### config.mk
export PLATFORM = sky130hd
export DESIGN_NAME = mips_if_ctrl
export DESIGN_NICKNAME = d
export VERILOG_FILES = /design/src/rtl/mips_if_ctrl.sv
export SDC_FILE = /design/constraint.sdc
export NUM_CORES = 1
export LEC_CHECK = 0
export BUFFER_PORTS_ARGS = -buffer_cell sky130_fd_sc_hd__buf_2
export CAP_MARGIN = 10
export CORE_ASPECT_RATIO = 0.7
export CORE_MARGIN = 8
export CORE_UTILIZATION = 45
export CTS_BUF_LIST = sky130_fd_sc_hd__clkbuf_16
export CTS_CLUSTER_DIAMETER = 150
export CTS_CLUSTER_SIZE = 30
export DETAILED_ROUTE_END_ITERATION = 8
export GPL_TIMING_DRIVEN = 0
export MAX_ROUTING_LAYER = met4
export PLACE_DENSITY = 0.74
export SLEW_MARGIN = 20
export SYNTH_ARGS = -nofsm -noshare
export SYNTH_HDL_FRONTEND = slang
export SYNTH_SLANG_ARGS = --single-unit
### constraint.sdc
create_clock -name clk -period 3.13 [get_ports clk]
set_clock_uncertainty 0.15 [all_clocks]
set_input_delay 0.4695 -clock clk [delete_from_list [all_inputs] [get_ports clk]]
set_output_delay 0.4695 -clock clk [all_outputs]
set_load 0.01 [all_outputs]
### src/rtl/mips_if_ctrl.sv
// Fetch-stage sequencer: owns the PC and the I-cache read port, picks the next PC,
// rides out I-cache misses (including redirects that land mid-miss) and drives IF/ID.
module mips_if_ctrl #(
    parameter int unsigned             ADDR_WIDTH = 32,
    parameter logic [ADDR_WIDTH-1:0]   RESET_PC   = '0,
    parameter int unsigned             CNT_WIDTH  = 32
) (
    input  logic                   clk,
    input  logic                   rst,
    input  logic                   stall_i,
    input  logic                   bjp_req_i,
    input  logic [ADDR_WIDTH-1:0]  prdt_pc_i,
    input  logic [ADDR_WIDTH-1:0]  pc_incr_i,
    input  logic                   redirect_i,
    input  logic [ADDR_WIDTH-1:0]  redirect_pc_i,
    input  logic                   I_ready,
    output logic                   I_read,
    output logic [ADDR_WIDTH-3:0]  I_addr,
    output logic [ADDR_WIDTH-1:0]  pc_o,
    output logic                   if2id_we,
    output logic                   if2id_flush,
    output logic                   redirect_pending,
    output logic [CNT_WIDTH-1:0]   fetch_cnt,
    output logic [CNT_WIDTH-1:0]   miss_cyc_cnt
);

    typedef enum logic [1:0] {
        BOOT      = 2'd0,
        FETCH     = 2'd1,
        MISS      = 2'd2,
        MISS_KILL = 2'd3
    } state_t;

    state_t                  state, state_n;
    logic [ADDR_WIDTH-1:0]   pc_n;
    logic [ADDR_WIDTH-1:0]   kill_pc, kill_pc_n;
    logic [ADDR_WIDTH-1:0]   fetch_addr;
    logic                    hit;
    logic                    in_miss;

    // State, PC, kill address and saturating performance counters.
    always_ff @(posedge clk) begin
        if (rst) begin
            state        <= BOOT;
            pc_o         <= RESET_PC;
            kill_pc      <= '0;
            fetch_cnt    <= '0;
            miss_cyc_cnt <= '0;
        end else begin
            state   <= state_n;
            pc_o    <= pc_n;
            kill_pc <= kill_pc_n;
            if (hit && (fetch_cnt != '1))
                fetch_cnt <= fetch_cnt + CNT_WIDTH'(1);
            if (in_miss && (miss_cyc_cnt != '1))
                miss_cyc_cnt <= miss_cyc_cnt + CNT_WIDTH'(1);
        end
    end

    // Next-state, next-PC and fetch-port controls.
    always_comb begin
        state_n          = state;
        pc_n             = pc_o;
        kill_pc_n        = kill_pc;
        I_read           = 1'b0;
        if2id_we         = 1'b0;
        if2id_flush      = 1'b0;
        redirect_pending = 1'b0;
        hit              = 1'b0;
        in_miss          = (state == MISS) || (state == MISS_KILL);

        case (state)
            BOOT: begin
                state_n = FETCH;
            end
            FETCH, MISS: begin
                I_read = 1'b1;
                if (redirect_i) begin
                    pc_n        = redirect_pc_i;
                    if2id_flush = 1'b1;
                    if (!I_ready) begin
                        kill_pc_n = pc_o;
                        state_n   = MISS_KILL;
                    end else begin
                        state_n = FETCH;
                    end
                end else if (!I_ready) begin
                    state_n = MISS;
                end else if (stall_i) begin
                    state_n = FETCH;
                end else begin
                    hit      = 1'b1;
                    if2id_we = 1'b1;
                    pc_n     = bjp_req_i ? prdt_pc_i : pc_incr_i;
                    state_n  = FETCH;
                end
            end
            MISS_KILL: begin
                // Outstanding read on kill_pc completes and is dropped; pc_o keeps the target.
                I_read           = 1'b1;
                redirect_pending = 1'b1;
                if (redirect_i) begin
                    pc_n        = redirect_pc_i;
                    if2id_flush = 1'b1;
                end
                if (I_ready)
                    state_n = FETCH;
            end
            default: begin
                state_n = BOOT;
            end
        endcase

        if (rst) begin
            I_read           = 1'b0;
            if2id_we         = 1'b0;
            if2id_flush      = 1'b0;
            redirect_pending = 1'b0;
            hit              = 1'b0;
            in_miss          = 1'b0;
        end
    end

    assign fetch_addr = (state == MISS_KILL) ? kill_pc : pc_o;
    assign I_addr     = fetch_addr[ADDR_WIDTH-1:2];

endmodule

; Yosys cells after proc, flatten, opt, wreduce, memory -nomap -nowiden
; Cells that the tools add are included.
[word_totals]
elab_cells = 51
inputBits = 102
reg_bits = 130
[classes]
muxes = 25
addsub = 2
bitwise = 1
n_reduce_logical = 9
n_eq_ne = 9
[ops]
columns = operator, n
row1 = 32-bit 2-to-1 mux, 6
row2 = "32-bit by 1-bit adder with 32-bit output, second input constant", 2
row3 = "32-bit != test, second input constant", 2
row4 = 32-bit case mux with 2 select lines, 1
row5 = 1-bit 2-to-1 mux, 13
row6 = 2-bit 2-to-1 mux, 4
row7 = "3-bit != test, second input constant", 2
row8 = 2-bit case mux with 3 select lines, 1
row9 = "2-bit equality test, second input constant", 2
row10 = "2-bit != test, second input constant", 2
row11 = 4-bit AND reduction, 1
row12 = 3-bit AND reduction, 1
row13 = 3-bit OR reduction, 1
row14 = "2-bit by 1-bit equality test with 1-bit output, second input constant", 1
row15 = 1-bit logical AND, 2
row16 = 2-bit zero test, 1
row17 = 2-bit nonzero test, 1
row18 = 2-bit OR reduction, 1
row19 = 1-bit logical OR, 1
row20 = 1-bit NOT, 1

; Longest topological paths before layout
[depth]
word_depth = 6
depth_mapped = 9

; Worst setup path after synthesis
; OpenSTA, ideal clock, no wires.
[synth_path]
kind = register -> register
startpoint = register state[1]
endpoint = register fetch_cnt[17]
setup_slack_ps = 753
n_path_buf = 1
path_stages_with_launch = 10
t_arrival_ps = 2106
t_required_ps = 2859
path_cell_list = dfxtp_1 -> inv_1 -> ha_1 -> and4bb_2 -> nand2_1 -> inv_1 -> nand3_1 -> clkbuf_1 -> nor4b_1 -> mux2_2
[synth_via]
elab_chain_len = 5
elab_cells_between_ends = 6
classes_between = eq/ne: 2 / mux: 2 / reduce/logical: 2
[synth_lines]
columns = element, line
row1 = start: declaration, 34  ; state_t state, state_n;
row2 = start signal: assignment, 50  ; state <= state_n;
row3 = 2-bit equality test or 2-bit by 1-bit equality test with 1-bit output (tied branches), -
row4 = 2-bit OR reduction (*), -
row5 = 1-bit 2-to-1 mux (*) (2 in series), -
row6 = net if2id_we, 20  ; output logic if2id_we,
row7 = 1-bit logical AND (*), 53  ; if (hit && (fetch_cnt != '1))
row8 = end signal: assignment, 54  ; fetch_cnt <= fetch_cnt + CNT_WIDTH'(1);
row9 = end: declaration, 23  ; output logic [CNT_WIDTH-1:0] fetch_cnt,
; The timed path passes the listed nets; every way through them passes the cells marked *.
; A chain may end at the register's enable or synchronous reset.

; Worst setup path after layout
[layout_path]
startpoint = register state[1]
endpoint = output port I_addr[13]
[layout_via]
elab_chain_len = 2
[layout_lines]
columns = element, line
row1 = 2-bit equality test, 124  ; assign fetch_addr = (state == MISS_KILL) ? kill_pc : pc_o;
row2 = 32-bit 2-to-1 mux, 124
row3 = end: declaration, 18  ; output logic [ADDR_WIDTH-3:0] I_addr,
; No other way between the ends.

==> impl_metrics.toml <==
[power]
power.share.combinational = 0.125
switching_power_mw = 1.11
p_clk_frac = 0.469
p_total_mw = 4.25
peakVddDrop_uv = 336
p_int_mw = 3.14
netSwitchingFraction = 0.261
power_density_mw_per_mm2 = 485
p_leak_nw = 3.69
p_seq_frac = 0.405

[floorplanning]
die_area_mm2 = 0.0193
initial_utilization = 0.460
core_area_mm2 = 0.0147
rows = 37
ios = 232
die_h_um = 119
fp.dieW_um = 163

[clocking]
cts.path.max_buffers = 2
cts_buffers = 17
clkLatencyLatePin_ns = 0.41
cts_tree = "done"
cts_setup_buffers = 0
cts_max_level = 4
cts-root-buf = "clkbuf_16"
clk_pin_slew_ns = 0.05
clock-sinks = 128

[synth]
synthFlopType = "dfxtp_1"
ys_types = 56
yosysWarnings = 0
synth_edf_count = 0
seq_area_frac_synth = 0.378
syn-cell-area_mm2 = 0.00677
synth_fp_nets = 925
async_reset_ff_frac = 0
syn_area_per_cell_um2 = 8.28
synth_seq_cells = 128
synthCells = 818

[place]
routabilityCongestion = 0.918
port_buffers = 230
post_dp_cell_area_mm2 = 0.00817
place_hpwl_mm = 17.8

[critical_path]
startpoint_type = "flop"
path_delay_family = "buffers and inverters"
path_buf_inv = 3
cp.required_ns = 2.51
crit_type = "flop to primary output"
cp_common_cell = "buf_2"
slowest_stage = "clkbuf_1"
crit_fanout = 10
crit_chain = "ha_1 -> clkbuf_1 -> buf_2 -> mux2_2 -> buf_2"
cp.arrival_ns = 2.30
endpoint_kind = "primary output"
cpPeakStageDelay_ns = 0.40

[detailed_routing]
vias_per_cell = 5.61
routedWlPerCell_um = 18.1
ant_nets = 0
drtPass1Iterations = 5
num_vias = 7163
drc_errors = 0
drt-total-wl_mm = 23.0
drtIter0Drc = 469

[sta]
fin_setup_tns_ns = 0
period_share = 0.932
setup_viol = 0
drv_slew = 0
slew_headroom = 0.311
timing.final.crit_period_ns = 2.92
worst_pin_slew_ns = 1.02
max_freq_mhz = 343
rsz0062_at_grt = "false"
hold_ws_ns = 0.188
hold_viol = 0

[run_status]
outcome = "completed"

[global_route]
antenna_found_initial = 1
grt_pass1_vias = 6877
grt_first_pass_wirelength_mm = 36.6
grt_max_degree = 17
overflow = 0
grt_usage = 0.240

[job]
cap_violations = 0

[final_layout]
fin_util = 0.596
fillers = 1382
drive_gt1_frac = 0.307
nNetsFinal = 1174
syn_to_final_growth_pct = 29.5
final_area_mm2 = 0.00877

[min_path]
hold_class = "primary input to flop"
[metrics by stage]
stage	instances	worst slack (ns)
after global placement	1243	0.394
after detailed placement	1243	0.381
after floorplan	818	0.753
after CTS	1275	0.181
after global routing	1276	0.0742
final	1276	0.214
[worst register-to-register path, delay by kind of cell (launching register included)]
kind	cells	cell delay, ns
multiplexers	1	0.38
buffers and inverters	3	0.46
adder cells (fa/ha/maj)	1	0.39
flip-flops	1	0.35
AND/OR/NAND/NOR	4	0.94
[what timing repair did]
| action | in CTS | in global routing |
|---|---|---|
| endpoints found under the setup margin | 27 | 0 |
| gates resized for setup | 3 | 0 |
| hold buffers | 0 | 0 |
[state kept, by name (all words and copies together), names as in the netlist]
register and cells:
pc_o 32, miss_cyc_cnt 32, kill_pc 30, state 2, fetch_cnt 32
[path summary, 6_finish.rpt]
path	end	cells past startpoint	from	slack, ns
setup / recovery	I_addr[13]	5	state[1]	0.21
hold / removal	state[1]	2	I_ready	0.19
setup reg to reg	fetch_cnt[22]	9	state[0]	0.36
hold reg to reg	kill_pc[13]	2	kill_pc[13]	0.30
[metal layers]
metal  share of wire  GRT usage
met1            0.46      0.320
met3           0.083     0.0652
met2            0.43      0.347
met4           0.020     0.0714
met5               0          -
[power by group through the flow]
stage                     logic [mW]  clock network [mW]  registers, mW
after floorplan                0.273                   0           1.77
after global placement         0.527                   0           1.75
after detailed placement       0.535                   0           1.76
after CTS                      0.537                2.03           1.72
after global routing           0.584                2.10           1.73
final                          0.533                1.99           1.72
[layout make-up]
type / instances / area (um^2) / area share
multi-input combinational: 631 / 3970 / 0.452
sequential: 128 / 2560 / 0.292
timing repair buffer: 230 / 1150 / 0.131
clock buffer: 17 / 425 / 0.0485
tap: 195 / 244 / 0.0278
buffer: 51 / 216 / 0.0247
clock inverter: 15 / 170 / 0.0194
inverter: 8 / 30.0 / 0.00342
antenna: 1 / 2.50 / 0.000285
[synthesized netlist by cell type (3+ instances only)]
cell type | instances | area (um^2)
nand2_1 | 156 | 586
dfxtp_1 | 128 | 2560
a21oi_1 | 88 | 440
nor2_1 | 46 | 173
mux2_2 | 42 | 473
mux2i_1 | 38 | 380
o211ai_1 | 34 | 255
clkbuf_1 | 32 | 120
nand3_1 | 26 | 130
nand4_1 | 22 | 138
nor2b_1 | 15 | 93.8
nor4_1 | 15 | 93.8
xnor2_1 | 14 | 123
and4_1 | 13 | 114
buf_1 | 13 | 48.8
o31ai_1 | 12 | 90.1
nor3_1 | 10 | 50.1
o21ai_0 | 10 | 50.1
or3_1 | 10 | 62.6
or4_1 | 10 | 75.1
inv_1 | 8 | 30.0
and3_1 | 6 | 37.5
and2_1 | 5 | 31.3
ha_1 | 5 | 62.6
buf_2 | 4 | 20.0
or2_2 | 4 | 25.0
xor2_1 | 4 | 35.0
a21o_1 | 3 | 22.5
nand4_2 | 3 | 37.5
o21a_1 | 3 | 22.5
o41ai_1 | 3 | 26.3
or4_4 | 3 | 33.8
[layout by cell type, fill, tap and decap left out, types with 4 or more instances in the layout]
cell type   synthesis  routed
nor3_1             10      10
clkinvlp_4          0       5
nor4_1             15      15
nand4_1            22      22
a21oi_1            88      88
o211ai_1           34      34
or3_1              10      10
nand2_1           156     156
and4_1             13      13
mux2i_1            38      38
mux2_2             42      42
nand3_1            26      26
dfxtp_1           128     128
inv_1               8       8
or4_1              10      10
and2_1              5       5
o31ai_1            12      12
nor2_1             46      46
buf_2               4     237
ha_1                5       5
and3_1              6       6
nor2b_1            15      15
clkbuf_16           0      17
clkbuf_1           32      32
xor2_1              4       4
buf_1              13      10
or2_2               4       4
xnor2_1            14      14
o21ai_0            10      10
[kinds of logic (layout without fill, tap and decap cells)]
logic type	Yosys count	after routing	share of synthesized area
xor+xnor	18	18	0.0233
compound gates	168	168	0.155
simple gates	358	358	0.269
fa+ha+maj	5	5	0.00924
flops	128	128	0.378
other cells	0	1	0
buf+inv	59	321	0.0358
mux	82	82	0.129
Power figures use the tool's default switching activity.
